<file path="src/rtl/div_issue_pkg.sv">
// Shared widths, drain time and state codes for the divider issue controller.
package div_issue_pkg;

  localparam int unsigned REG_WIDTH        = 32;
  localparam int unsigned DOUBLE_REG_WIDTH = 64;
  localparam int unsigned DIV_DRAIN_CYCLES = 2;

  typedef enum logic [1:0] {
    DIV_ISSUE_IDLE  = 2'b00,
    DIV_ISSUE_BUSY  = 2'b01,
    DIV_ISSUE_DRAIN = 2'b10
  } div_issue_state_e;

  // Drain counter width; at least one bit so a zero drain time still builds.
  function automatic int unsigned drain_cnt_width(input int unsigned n);
    return (n < 1) ? 1 : $clog2(n + 1);
  endfunction

endpackage

</file>
<file path="src/rtl/div_issue.sv">
// EX-stage requester for the iterative divider: issues DIV/DIVU, stalls until the
// result returns, writes HI/LO, and cancels cleanly on a pipeline flush.
//
// state | meaning
// IDLE  | no division outstanding; a DIV in EX is issued unless flushed
// BUSY  | start held high; waiting for done, or cancelling on flush
// DRAIN | start held low so the divider is back in idle before the next issue
module div_issue
  import div_issue_pkg::*;
#(
  parameter int unsigned DRAIN_CYCLES = DIV_DRAIN_CYCLES
) (
  input  logic                        clk,
  input  logic                        rst,
  input  logic                        ex_div_req,
  input  logic                        ex_div_signed,
  input  logic [REG_WIDTH-1:0]        ex_opdata1,
  input  logic [REG_WIDTH-1:0]        ex_opdata2,
  input  logic                        flush,
  input  logic [DOUBLE_REG_WIDTH-1:0] div_res,
  input  logic                        div_done,
  output logic                        signed_div,
  output logic [REG_WIDTH-1:0]        div_opdata1,
  output logic [REG_WIDTH-1:0]        div_opdata2,
  output logic                        div_start,
  output logic                        div_cancel,
  output logic                        stall_req,
  output logic                        hilo_we,
  output logic [REG_WIDTH-1:0]        hi_o,
  output logic [REG_WIDTH-1:0]        lo_o
);

  localparam int unsigned CNT_W = drain_cnt_width(DRAIN_CYCLES);
  localparam logic [CNT_W-1:0] DRAIN_LOAD = CNT_W'(DRAIN_CYCLES);

  div_issue_state_e     state_q, state_d;
  logic [CNT_W-1:0]     cnt_q, cnt_d;
  logic                 start_q, start_d;
  logic                 sgn_q, sgn_d;
  logic [REG_WIDTH-1:0] op1_q, op1_d;
  logic [REG_WIDTH-1:0] op2_q, op2_d;

  always_ff @(posedge clk or posedge rst) begin
    if (rst) begin
      state_q <= DIV_ISSUE_IDLE;
      cnt_q   <= '0;
      start_q <= 1'b0;
      sgn_q   <= 1'b0;
      op1_q   <= '0;
      op2_q   <= '0;
    end else begin
      state_q <= state_d;
      cnt_q   <= cnt_d;
      start_q <= start_d;
      sgn_q   <= sgn_d;
      op1_q   <= op1_d;
      op2_q   <= op2_d;
    end
  end

  always_comb begin
    state_d    = state_q;
    cnt_d      = cnt_q;
    start_d    = start_q;
    sgn_d      = sgn_q;
    op1_d      = op1_q;
    op2_d      = op2_q;
    div_cancel = 1'b0;
    stall_req  = 1'b0;
    hilo_we    = 1'b0;
    hi_o       = '0;
    lo_o       = '0;

    case (state_q)
      DIV_ISSUE_IDLE: begin
        stall_req = ex_div_req;
        if (ex_div_req && !flush) begin
          sgn_d   = ex_div_signed;
          op1_d   = ex_opdata1;
          op2_d   = ex_opdata2;
          start_d = 1'b1;
          state_d = DIV_ISSUE_BUSY;
        end
      end

      DIV_ISSUE_BUSY: begin
        stall_req = 1'b1;
        // Flush wins over a coincident done: the instruction is being killed.
        if (flush) begin
          div_cancel = 1'b1;
          stall_req  = 1'b0;
          start_d    = 1'b0;
          cnt_d      = DRAIN_LOAD;
          state_d    = DIV_ISSUE_DRAIN;
        end else if (div_done) begin
          hilo_we   = 1'b1;
          hi_o      = div_res[DOUBLE_REG_WIDTH-1:REG_WIDTH];
          lo_o      = div_res[REG_WIDTH-1:0];
          stall_req = 1'b0;
          start_d   = 1'b0;
          cnt_d     = DRAIN_LOAD;
          state_d   = DIV_ISSUE_DRAIN;
        end
      end

      DIV_ISSUE_DRAIN: begin
        stall_req = ex_div_req;
        start_d   = 1'b0;
        if (cnt_q == '0) begin
          state_d = DIV_ISSUE_IDLE;
        end else begin
          cnt_d = cnt_q - 1'b1;
        end
      end

      default: begin
        start_d = 1'b0;
        state_d = DIV_ISSUE_IDLE;
      end
    endcase
  end

  assign signed_div  = sgn_q;
  assign div_opdata1 = op1_q;
  assign div_opdata2 = op2_q;
  assign div_start   = start_q;

endmodule

</file>
<file path="config.mk">
export PLATFORM = sky130hd
export DESIGN_NAME = div_issue
export DESIGN_NICKNAME = d
export VERILOG_FILES = /design/src/rtl/div_issue_pkg.sv /design/src/rtl/div_issue.sv
export SDC_FILE = /design/constraint.sdc
export NUM_CORES = 1
export LEC_CHECK = 0
export ABC_AREA = 1
export BUFFER_PORTS_ARGS = -buffer_cell sky130_fd_sc_hd__buf_2
export CAP_MARGIN = 20
export CORE_AREA = 4 4 101 103
export CTS_BUF_LIST = sky130_fd_sc_hd__clkbuf_16
export CTS_CLUSTER_DIAMETER = 80
export CTS_CLUSTER_SIZE = 8
export DETAILED_ROUTE_END_ITERATION = 8
export DIE_AREA = 0 0 105 107
export PLACE_DENSITY = 0.77
export SYNTH_ARGS = -nofsm -noshare
export SYNTH_HDL_FRONTEND = slang
export SYNTH_SLANG_ARGS = --single-unit
</file>
<file path="constraint.sdc">
create_clock -name clk -period 7.2 [get_ports clk]
set_input_delay 2.16 -clock clk [delete_from_list [all_inputs] [get_ports clk]]
set_output_delay 2.16 -clock clk [all_outputs]
set_load 0.02 [all_outputs]
</file>
==> results.md, run 1 <==
- After the first detailed-routing iteration, the DRC count stood at 256.
- At the end of routability-driven placement, the weighted congestion stood at 0.818.
- The max-cap check violation count is 0.
- Setup repair after global routing left no endpoint under its margin.
- The floorplan step defined a die boundary enclosing 11200 um2.
- The count of hold-fix buffers inserted at cts is 0.
- In this run, post-CTS repair resized a total of 0 instances.
- The number of H-tree levels is 3.
- The total iterations of the first detailed-routing run is 4.
- The final layout contains 843 nets.
- The residual DRC count is 0.
- The mean instance size in the synthesized netlist is 7.51 um2.
- The capturing element type of the critical path is an output pin.
- Among cell families on the critical path, the largest total delay comes from buffers and inverters.
- The final critical-path share of the clock period is 0.782.
- TritonCTS built the clock tree.
- The maximum ir drop on the vdd rail is 214 uV.
- The global router's overall resource usage is 0.190.
- The worst slew margin relative to its limit is 0.418.
- The worst slack after detailed placement is 1.58 ns.
- The via count of the first global-routing pass is 3404.
- The total power divided by cell area is 380 nW/um2.
- The least setup slack across all paths after layout is 1.57 ns.
- Of all nets on the critical path, the largest fanout is 41.
- The first global-routing pass estimated 17.0 mm of wire.
- During synthesis, Yosys emitted a total of 0 warnings.
- The length in cells of the worst reg-to-reg path is 5.
- The terminus of the critical flop-to-flop path is div_opdata1[26].
- The smallest clock period supported by the final layout is computed as 5.63 ns.
- In this run the static leakage power is 3.43 nW.
- The initial antenna violation count is 1.
- The vias after detailed routing is 3452.
- Counting every net in the synthesized netlist gives 584.
- The kind of start point of the critical path is an input port.
- The sequential share of the synthesized area is 0.520.
- The data arrival time of the critical path is 3.47 ns.
- The run finished with clean final reports.
- Synthesis produced a netlist whose cell count is 449.
- The classification of the worst-slack hold path is reg -> reg.
- The signed area change from the synthesized netlist to the final layout is 49.3%.
- The ratio of cells with drive above 1 in the final layout is 0.407.
- The total global routing overflow is 0.
- The synthesized flop and latch total is 70.
- The detailed-route wire length is 10.9 mm.
- Buffers placed on the I/O ports in this run total 266.
- The floorplan die width is 105 um.
- The root buffer cell is sky130_fd_sc_hd__clkbuf_16.
- The count of final setup violators is 0.
- The maximum clock insertion buffer count is 2.
- The cell area after technology mapping is 3370 um2.
- The detail route stage leaves a number of antenna-violating nets equal to 0.
- In this run the vertical extent of the chip is 107 um.
- The longest individual stage delay on the worst path is 0.40 ns.
- The initial utilization of the core area, before any placement, comes to 0.367.
- The largest net degree at the start of global routing is 71.
- The transition at the pin with the smallest max-transition slack is 0.874 ns.
- The later pin in the worst-skew pair is clocked with a latency of 0.32 ns.
- The share of the core filled with cells is 0.547.
- Dividing the detail-routed wire length by the instance count gives 13.2 um.
- The final-report max-slew violation count is 0.
- For the worst setup path, the data required time is 5.04 ns.
- The startpoint of the worst hold path is cnt_q[1].
- The start of the worst register-to-register path is state_q[1].
- For hold timing, the worst endpoint is cnt_q[1].
- The clock buffer count from CTS is 9.
- The register-to-register setup slack is 5.18 ns.
- The number of cells on the worst hold path is 2.
- By startpoint and endpoint, the worst setup path is classified as in -> out.
- Clock-pin slew was measured on the worst setup and hold paths at 0.06 ns.
- The critical path goes through buf_2 -> inv_1 -> nand3_2 -> buf_12 -> nor2_1 -> buf_2.
- Clock skew on the completed layout was measured at 0.00866 ns.
- 267 I/O pins were placed.
- The floorplan row count is 35.
- The final-layout setup total negative slack is 0 ns.
- The origin of the worst setup path is flush.
- By instance count, the cell type seen most on the critical path is sky130_fd_sc_hd__buf_2.
- The largest individual stage delay along the critical path comes from the cell sky130_fd_sc_hd__nand3_2.
- The fmax is 178 MHz.
- The synthesized netlist contains 16 unique library cells.
- The number of buffer and inverter instances along the worst setup path is 4.
- The filler cell count in the final layout is 894.
- CTS saw 70 sinks.
- In this run the standard cell core region covers 9200 um2.
- The number of vias per cell is 4.18.
- Post-CTS timing repair inserted 0 buffers for setup.
- The number of hold violations in the final report came to 0.
- The total half-perimeter wirelength after legalization and detailed placement is 8.64 mm.
==> cell type report <==
cell class | instances | area [um2] | share of cell area
Sequential cell | 70 | 1750 | 0.348
Timing Repair Buffer | 269 | 1370 | 0.272
Multi-Input combinational cell | 218 | 940 | 0.187
Inverter | 140 | 526 | 0.104
Clock buffer | 9 | 225 | 0.0448
Tap cell | 111 | 139 | 0.0276
Clock inverter | 7 | 81.3 | 0.0162
Antenna cell | 1 | 2.50 | 0.000497
==> synth_stat cells (all sizes together) <==
master  count  share of area
dfrtp      70           0.52
buf        18          0.046
nand4       1         0.0019
ha          1         0.0037
nand3       5         0.0089
clkbuf      3         0.0033
inv       140           0.16
nand2      77          0.086
nor2       67          0.075
o21ai      67          0.099
==> layer usage <==
layer  vias up  GRT usage  share of wire
met5         -          0         0.0012
li1       1800          -              -
met4         2     0.0515          0.012
met2       159      0.317           0.48
met3        16     0.0716          0.093
met1      1475      0.232           0.42
==> placed cells by master, fill, tap and decap left out <==
master	synthesis	final
sky130_fd_sc_hd__inv_8	0	1
sky130_fd_sc_hd__nand3_4	0	1
sky130_fd_sc_hd__nand2_1	77	77
sky130_fd_sc_hd__buf_2	4	266
sky130_fd_sc_hd__clkbuf_16	0	9
sky130_fd_sc_hd__buf_12	0	1
sky130_fd_sc_hd__nand4_1	1	1
sky130_fd_sc_hd__buf_4	6	2
sky130_fd_sc_hd__ha_1	1	1
sky130_fd_sc_hd__inv_2	1	2
sky130_fd_sc_hd__nor2_1	66	66
sky130_fd_sc_hd__nand3_2	1	1
sky130_fd_sc_hd__nor2_2	1	1
sky130_fd_sc_hd__bufinv_16	0	1
sky130_fd_sc_hd__nand3_1	4	3
sky130_fd_sc_hd__o21ai_0	7	7
sky130_fd_sc_hd__o21ai_1	60	60
sky130_fd_sc_hd__inv_1	139	138
sky130_fd_sc_hd__dfrtp_1	70	70
sky130_fd_sc_hd__clkinvlp_4	0	3
sky130_fd_sc_hd__diode_2	0	1
sky130_fd_sc_hd__inv_6	0	2
==> worst max-delay path by stage <==
stage                          end  slack [ns]  cells after the start
after floorplan           hi_o[15]        2.12                      5
after global placement    lo_o[17]        1.14                      5
after detailed placement  hi_o[22]        1.58                      6
after CTS                 hi_o[22]        1.57                      6
after global routing       hi_o[0]        1.39                      6
final                      hi_o[0]        1.57                      6
==> flip-flops by register name (all words and copies together) (netlist names) <==
| register | flops |
|---|---|
| cnt_q | 2 |
| div_opdata1 | 32 |
| div_opdata2 | 32 |
| div_start | 1 |
| signed_div | 1 |
| state_q | 2 |
==> cell families after synthesis <==
group / synth area share
simple gates: 0.172
buf+inv: 0.205
flops: 0.520
fa+ha+maj: 0.00371
compound gates: 0.0995
==> through the flow <==
stage	std cells	total power, W	cell area, um2	hold WS, ns
2_1_floorplan	449	0.00118	3370	0.442
3_3_place_gp	807	0.00146	4700	0.456
3_5_place_dp	808	0.00148	4720	0.461
4_1_cts	824	0.00194	5030	0.475
5_1_grt	824	0.00206	5030	0.499
6_report	825	0.00191	5030	0.469
==> where the power goes <==
group | switching, W | leakage (nW) | internal (W)
Clock | 0.000178 | 0.141 | 0.000273
Sequential | 0.0000968 | 0.869 | 0.000584
Combinational | 0.000514 | 2.42 | 0.000266
==> worst reg2reg max path: stages, from the launching register on <==
cell and delay [ns]:
sky130_fd_sc_hd__dfrtp_1 0.42, sky130_fd_sc_hd__nor2_2 0.16, sky130_fd_sc_hd__nand3_4 0.49, sky130_fd_sc_hd__buf_4 0.60, sky130_fd_sc_hd__nand2_1 0.14, sky130_fd_sc_hd__o21ai_0 0.08
Note: power is estimated with default switching activity, not from simulation.
==> run 2: changes to the inputs <==
--- a/config.mk
+++ b/config.mk
@@ -8,13 +8,13 @@
 export ABC_AREA = 1
 export BUFFER_PORTS_ARGS = -buffer_cell sky130_fd_sc_hd__buf_2
 export CAP_MARGIN = 20
-export CORE_AREA = 4 4 101 103
+export CORE_AREA = 4 4 103 105
 export CTS_BUF_LIST = sky130_fd_sc_hd__clkbuf_16
 export CTS_CLUSTER_DIAMETER = 80
 export CTS_CLUSTER_SIZE = 8
 export DETAILED_ROUTE_END_ITERATION = 8
-export DIE_AREA = 0 0 105 107
-export PLACE_DENSITY = 0.77
+export DIE_AREA = 0 0 107 109
+export PLACE_DENSITY = 0.74
 export SYNTH_ARGS = -nofsm -noshare
 export SYNTH_HDL_FRONTEND = slang
 export SYNTH_SLANG_ARGS = --single-unit
==> constraint.sdc (replaced) <==
create_clock -name clk -period 5.3 [get_ports clk]
set_input_delay 1.59 -clock clk [delete_from_list [all_inputs] [get_ports clk]]
set_output_delay 1.59 -clock clk [all_outputs]
set_load 0.02 [all_outputs]
==> run 2 against run 1 <==
Net effect:
- flip-flop and latch count is the same
- combinational power is 36% higher
- critical endpoint is now lo_o[11]
- clock-buffer cell count unchanged
- sequential power grew 36%
- via count is 0.38% higher
- largest power group unchanged
- final cell count rose by 2.8%
- global-route usage increased by 0.21 points
- critical path depth stayed put
- first-iteration DRC count is 31% lower
- sequential share of layout area fell by 0.28 points
- critical path type unchanged
- highest routed layer unchanged
- register-to-register slack worse by 2.0 ns
==> results.md, run 2 (synthesis gave the netlist of run 1 again) <==
- Status: completed (unchanged).
- The register-to-register setup slack is 3.18 ns (was 5.18 ns).
- The effective utilization at floorplan was 0.350 (was 0.367).
- The final weighted congestion in routability-driven placement is 0.801 (was 0.818).
- The detailed-route wire length is 11.7 mm (was 10.9 mm).
- The residual DRC count is 0 (unchanged).
- The floorplan die width was 107 um (was 105 um).
- The max-cap check violation count is 0 (unchanged).
- The signed area change from the synthesized netlist to the final layout is 50.5% (was 49.3%).
- The number of post-CTS setup repair buffers was 0 (unchanged).
- The total global routing overflow was 0 (unchanged).
- The slowest library cell on the worst path is sky130_fd_sc_hd__buf_4 (was sky130_fd_sc_hd__nand3_2).
- The floorplan row count is 36 (was 35).
- The number of vias per cell was 4.09 (was 4.18).
- The I/O pin total came to 267 (unchanged).
- The final-report max-slew violation count is 0 (unchanged).
- The classification of the worst-slack hold path was reg -> reg (unchanged).
- The data arrival time of the critical path is 2.71 ns (was 3.47 ns).
- The via count of the first global-routing pass is 3295 (was 3404).
- The most frequent cell on the critical path was sky130_fd_sc_hd__buf_2 (unchanged).
- The maximum ir drop on the vdd rail came to 299 uV (was 214 uV).
- The kind of start point of the critical path was an input port (unchanged).
- The worst slew margin relative to its limit came to 0.459 (was 0.418).
- The number of instances resized during post-cts repair was 0 (unchanged).
- The number of antenna-violating nets in the routed design is 0 (unchanged).
- The clock insertion delay at the later pin of the skew report is 0.32 ns (about the same).
- The setup clock skew after layout is 0.00754 ns (was 0.00866 ns).
- The chip height is 109 um (was 107 um).
- The worst path required time is 3.71 ns (was 5.04 ns).
- The capturing element type of the critical path is an output pin (unchanged).
- The most frequent standard cell in the layout excluding fill and tap cells is sky130_fd_sc_hd__buf_2 (unchanged).
- The count of hold-fix buffers inserted at cts is 0 (unchanged).
- Dividing the final minimum period by the clock period gives 0.811.
- The count of routing violations after the opening detailed-route iteration is 177 (was 256).
- The die footprint is 11700 um2 (was 11200 um2).
- The routed wire length per instance came to 13.8 um (was 13.2 um).
- The initial antenna violation count was 5 (was 1).
- The worst path needs 4.30 ns of the cycle, external delays included.
- The vias after detailed routing is 3465 (was 3452).
- The transition at the pin with the smallest max-transition slack is 0.811 ns (was 0.874 ns).
- The number of hold violations in the final report came to 0 (unchanged).
- Most frequent cells in the layout: sky130_fd_sc_hd__buf_2, sky130_fd_sc_hd__inv_1, sky130_fd_sc_hd__nand2_1 (unchanged).
- The ratio of cells with drive above 1 in the final layout is 0.407 (unchanged).
- The startpoint-to-endpoint class of the critical path was in -> out (unchanged).
- The TritonCTS clock tree was built (unchanged).
- The fmax is 233 MHz.
- The total iterations of the first detailed-routing run is 5 (was 4).
- The clock buffer count from CTS came to 9 (unchanged).
- The total half-perimeter wirelength after legalization and detailed placement is 9.52 mm (was 8.64 mm).
- The clock-pin transition on the worst setup and hold timing paths was 0.06 ns (about the same).
- The largest net degree at the start of global routing came to 79 (was 71).
- The number of buffers added on ports is 266 (unchanged).
- The root buffer cell is sky130_fd_sc_hd__clkbuf_16 (unchanged).
- The maximum clock insertion buffer count was 2 (unchanged).
- The clock sink count is 70 (unchanged).
- Unrepaired setup endpoints after global routing: false (unchanged).
- The final-layout setup total negative slack is 0 ns (unchanged).
- Sequence of cells on the critical path: buf_2 -> inv_1 -> nand3_2 -> buf_4 -> nor2_1 -> buf_2 (was buf_2 -> inv_1 -> nand3_2 -> buf_12 -> nor2_1 -> buf_2).
- The number of H-tree levels is 3 (unchanged).
- The maximum fanout count along the critical path is 65 (was 41).
- The static leakage was 3.44 nW (was 3.43 nW).
- The count of final setup violators was 0 (unchanged).
- The first-pass GRT wire length is 17.2 mm (was 17.0 mm).
- The area of the core region is 9640 um2 (was 9200 um2).
- The total power divided by cell area came to 522 nW/um2 (was 380 nW/um2).
- The share of the core filled with cells is 0.526 (was 0.547).
- The global router's overall resource usage is 0.192 (was 0.190).
- The layout net count came to 843 (unchanged).
- The longest individual stage delay on the worst path is 0.49 ns (was 0.40 ns).
run 2: path summary, 6_finish.rpt:
path,startpoint,cells past startpoint,to
max reg2reg,state_q[0],5,div_opdata2[30]
min in group asynchronous,rst,2,div_opdata2[3]
min,cnt_q[0],2,cnt_q[0]
min reg2reg,cnt_q[0],2,cnt_q[0]
max in group asynchronous,rst,3,div_opdata1[16]
max,flush,6,lo_o[11]
run 2: critical path: cells and delay by family:
kind          cells  cell delay, ns
buf+inv           4            0.86
simple gates      2            0.21
run 2: power breakdown:
group	switching [W]	leakage [nW]	internal (W)	total, W
clock	0.000241	0.159	0.000419	0.000660
combinational	0.000700	2.41	0.000360	0.00106
sequential	0.000133	0.869	0.000794	0.000927
total	0.00107	3.44	0.00157	0.00265
run 2: area by class of cell:
cell class | instances | area (um2)
multi-input combinational | 218 | 940
tap | 133 | 166
antenna | 2 | 5.00
fill | 996 | 4570
inverter | 140 | 526
clock inverter | 7 | 105
sequential | 70 | 1750
timing repair buffer | 269 | 1350
clock buffer | 9 | 225
run 2: metal layers:
| layer | vias to the layer above | track usage | part of all wire |
|---|---|---|---|
| met4 | 6 | 0.0712 | 0.017 |
| met5 | - | 0 | 0.0042 |
| met3 | 24 | 0.0752 | 0.093 |
| li1 | 1805 | - | - |
| met1 | 1477 | 0.218 | 0.39 |
| met2 | 153 | 0.330 | 0.49 |
run 2: stage by stage:
stage               area [um2]  setup slack [ns]  hold slack (ns)  instances  total power, W
floorplan                 3370              1.36            0.442        449         0.00161
global placement          4740             0.998            0.451        830         0.00199
detailed placement        4740              1.00            0.460        830         0.00201
CTS                       5070              1.00            0.474        846         0.00268
global route              5070             0.904            0.501        848         0.00284
finish                    5070              1.00            0.471        848         0.00265
==> run 3: changes to the inputs <==
--- a/config.mk
+++ b/config.mk
@@ -8,13 +8,14 @@
 export ABC_AREA = 1
 export BUFFER_PORTS_ARGS = -buffer_cell sky130_fd_sc_hd__buf_2
 export CAP_MARGIN = 20
-export CORE_AREA = 4 4 103 105
+export CORE_ASPECT_RATIO = 2
+export CORE_MARGIN = 4
+export CORE_UTILIZATION = 36
 export CTS_BUF_LIST = sky130_fd_sc_hd__clkbuf_16
 export CTS_CLUSTER_DIAMETER = 80
 export CTS_CLUSTER_SIZE = 8
 export DETAILED_ROUTE_END_ITERATION = 8
-export DIE_AREA = 0 0 107 109
-export PLACE_DENSITY = 0.74
+export PLACE_DENSITY = 0.79
 export SYNTH_ARGS = -nofsm -noshare
 export SYNTH_HDL_FRONTEND = slang
 export SYNTH_SLANG_ARGS = --single-unit
==> constraint.sdc (replaced) <==
create_clock -name clk -period 3.7 [get_ports clk]
set_input_delay 1.11 -clock clk [delete_from_list [all_inputs] [get_ports clk]]
set_output_delay 1.11 -clock clk [all_outputs]
set_load 0.02 [all_outputs]
==> run 3 against run 2 <==
Net effect:
- hold slack worse by 0.0023 ns
- wire length grew 7.7%
- clock power rose by 38%
- flip-flop and latch count unchanged
- combinational power up 46%
- die area shrank 5.1%
- non-clock buffer count is 2 higher
- sequential share of layout area is 0.24 points higher
- clock skew is 0.0014 ns lower
- cell area is 0.69% lower
- worst setup slack got worse by 0.51 ns
- utilization rose by 2.9 points
==> results.md, run 3 (synthesis gave the netlist of run 1 again) <==
- The kind of start point of the critical path is an input port (unchanged).
- The count of hold-fix buffers inserted at cts is 0 (unchanged).
- The count of final setup violators is 0 (unchanged).
- The total power draw is 0.00381 W (was 0.00265 W).
- The effective utilization at floorplan is 0.371 (was 0.350).
- The maximum ir drop on the vdd rail is 449 uV (was 299 uV).
- The most congested layer reported by global routing is met2 (unchanged).
- The final weighted congestion in routability-driven placement is 0.888 (was 0.801).
- The signed area change from the synthesized netlist to the final layout is 49.4% (was 50.5%).
- The final-layout setup total negative slack came to 0 ns (unchanged).
- The switching part of the total is 0.410 (was 0.406).
- The post-layout minimum cycle time is 3.21 ns.
- The maximum fanout count along the critical path is 41 (was 65).
- The number of H-tree levels is 3 (unchanged).
- The met1 layer usage reported by global route came to 0.280 (was 0.218).
- The fmax is 311 MHz.
- The total global routing overflow came to 0 (unchanged).
- The floorplan row count came to 49 (was 36).
- The number of post-CTS setup repair buffers is 0 (unchanged).
- The via count of the first global-routing pass was 3557 (was 3295).
- The I/O pin total came to 267 (unchanged).
- The fraction of met2 tracks used by global routing is 0.372 (was 0.330).
- In the finished design, the share of the clock period the worst path needs comes to 0.868.
- The part of the total power dissipated in combinational logic is 0.408 (was 0.400).
- The portion of total power attributed to sequential cells was 0.352 (was 0.350).
- The startpoint-to-endpoint class of the critical path is in -> out (unchanged).
- The number of vias per cell is 4.44 (was 4.09).
- The detailed-route wire length is 12.6 mm (was 11.7 mm).
- The met3 usage came to 0.0867 (was 0.0752).
- The register-to-register setup slack came to 2.02 ns (was 3.18 ns).
- The clock buffer count from CTS is 9 (unchanged).
- The startpoint of the worst hold path is cnt_q[0] (unchanged).
- The number of instances resized during post-cts repair is 0 (unchanged).
- The length in cells of the worst reg-to-reg path is 5 (unchanged).
- The clock insertion delay at the later pin of the skew report is 0.33 ns (was 0.32 ns).
- The worst hold endpoint is cnt_q[0] (unchanged).
- The root buffer cell is sky130_fd_sc_hd__clkbuf_16 (unchanged).
- The initial antenna violation count is 0 (was 5).
- The maximum clock insertion buffer count came to 2 (unchanged).
- The number of hold violations in the final report is 0 (unchanged).
- The internal power component is 0.00224 W (was 0.00157 W).
- The capturing element type of the critical path was an output pin (unchanged).
- The sequential cell area in the final layout is 1750 um2 (unchanged).
- The TritonCTS clock tree is built (unchanged).
- The worst path required time is 2.59 ns (was 3.71 ns).
- The area of the core region came to 9070 um2 (was 9640 um2).
- The static leakage is 3.45 nW (was 3.44 nW).
- The setup clock skew after layout is 0.00617 ns (was 0.00754 ns).
- The instance area at placement came to 4730 um2 (was 4740 um2).
- The clock network fraction of total power came to 0.240 (was 0.249).
- The clock sink count is 70 (unchanged).
- The max-cap check violation count was 0 (unchanged).
- The count of inserted antenna diode cells is 0 (was 2).
- The final-report max-slew violation count came to 0 (unchanged).
- The filler cell count in the final layout was 920 (was 996).
- The data arrival time of the critical path is 2.10 ns (was 2.71 ns).
- The transition at the pin with the smallest max-transition slack is 0.730 ns (was 0.811 ns).
- The terminus of the critical flop-to-flop path is div_opdata2[25] (was div_opdata2[30]).
- Status: completed (unchanged).
- Most frequent cells in the layout: sky130_fd_sc_hd__buf_2, sky130_fd_sc_hd__inv_1, sky130_fd_sc_hd__nand2_1 (unchanged).
- Unrepaired setup endpoints after global routing: false (unchanged).
- The clock-pin transition on the worst setup and hold timing paths came to 0.06 ns (about the same).
- The number of cells on the worst hold path is 2 (unchanged).
- The net switching component of the power is 0.00156 W (was 0.00107 W).
- The total iterations of the first detailed-routing run is 4 (was 5).
- The routed wire length per instance is 15.4 um (was 13.8 um).
- The count of routing violations after the opening detailed-route iteration is 81 (was 177).
- The area of all placed cells without fillers is 5040 um2 (was 5070 um2).
- The total power divided by cell area is 755 nW/um2 (was 522 nW/um2).
- The residual DRC count is 0 (unchanged).
- The combined area of the multi-input logic cells came to 940 um2 (unchanged).
- The most frequent standard cell in the layout excluding fill and tap cells is sky130_fd_sc_hd__buf_2 (unchanged).
- The classification of the worst-slack hold path is reg -> reg (unchanged).
- The number of antenna-violating nets in the routed design is 0 (unchanged).
- The first-pass GRT wire length is 19.0 mm (was 17.2 mm).
- The chip height is 145 um (was 109 um).
- The layout net count came to 845 (was 843).
- The total half-perimeter wirelength after legalization and detailed placement is 10.3 mm (was 9.52 mm).
- The global router's overall resource usage is 0.228 (was 0.192).
- The number of buffers added on ports is 266 (unchanged).
- The floorplan die width came to 76.4 um (was 107 um).
- The worst slew margin relative to its limit is 0.512 (was 0.459).
- The ratio of cells with drive above 1 in the final layout is 0.406 (was 0.407).
- The die footprint is 11100 um2 (was 11700 um2).
- The start of the worst register-to-register path is state_q[1] (was state_q[0]).
- The vias after detailed routing came to 3623 (was 3465).
- The largest net degree at the start of global routing is 56 (was 79).
-- run 3: final cells by class --
class	count	share of cell area
Sequential cell	70	0.348
Clock buffer	9	0.0447
Tap cell	102	0.0253
Inverter	140	0.104
Clock inverter	6	0.0171
Multi-Input combinational cell	218	0.187
Timing Repair Buffer	271	0.274
-- run 3: power groups by stage --
| stage | registers [W] | clock network, W | logic, W |
|---|---|---|---|
| 6_report | 0.00134 | 0.000913 | 0.00155 |
| 5_1_grt | 0.00138 | 0.000972 | 0.00170 |
| 4_1_cts | 0.00134 | 0.000934 | 0.00158 |
| 3_5_place_dp | 0.00134 | 0 | 0.00158 |
| 3_3_place_gp | 0.00132 | 0 | 0.00155 |
| 2_1_floorplan | 0.00178 | 0 | 0.000520 |
-- run 3: worst max-delay path by stage --
stage           from        to  slack (ns)  depth (start not counted)
5_1_grt        flush   lo_o[8]        0.41                          6
3_3_place_gp   flush  hi_o[14]        0.55                          6
6_report       flush   lo_o[8]        0.49                          6
4_1_cts        flush   lo_o[8]        0.48                          6
2_1_floorplan  flush  hi_o[15]        0.72                          5
3_5_place_dp   flush   lo_o[8]        0.49                          6
-- run 3: worst max-delay path, cell delays in order --
cell and delay (ns):
sky130_fd_sc_hd__buf_2 0.11, sky130_fd_sc_hd__inv_1 0.14, sky130_fd_sc_hd__nand3_2 0.10, sky130_fd_sc_hd__buf_4 0.26
sky130_fd_sc_hd__nor2_1 0.18, sky130_fd_sc_hd__buf_2 0.20
-- run 3: per-stage QoR --
| stage | hold slack, ns | std cells | worst slack [ns] | util |
|---|---|---|---|---|
| global route | 0.494 | 816 | 0.413 | 0.555 |
| global placement | 0.451 | 801 | 0.548 | 0.521 |
| floorplan | 0.442 | 449 | 0.724 | - |
| detailed placement | 0.460 | 801 | 0.493 | 0.521 |
| CTS | 0.474 | 816 | 0.485 | 0.555 |
| finish | 0.469 | 816 | 0.488 | 0.555 |
-- run 3: per-layer routing --
| metal | up-vias | share of wire |
|---|---|---|
| met2 | 228 | 0.45 |
| met1 | 1580 | 0.42 |
| met5 | - | 0 |
| met3 | 17 | 0.11 |
| li1 | 1798 | - |
| met4 | 0 | 0.016 |
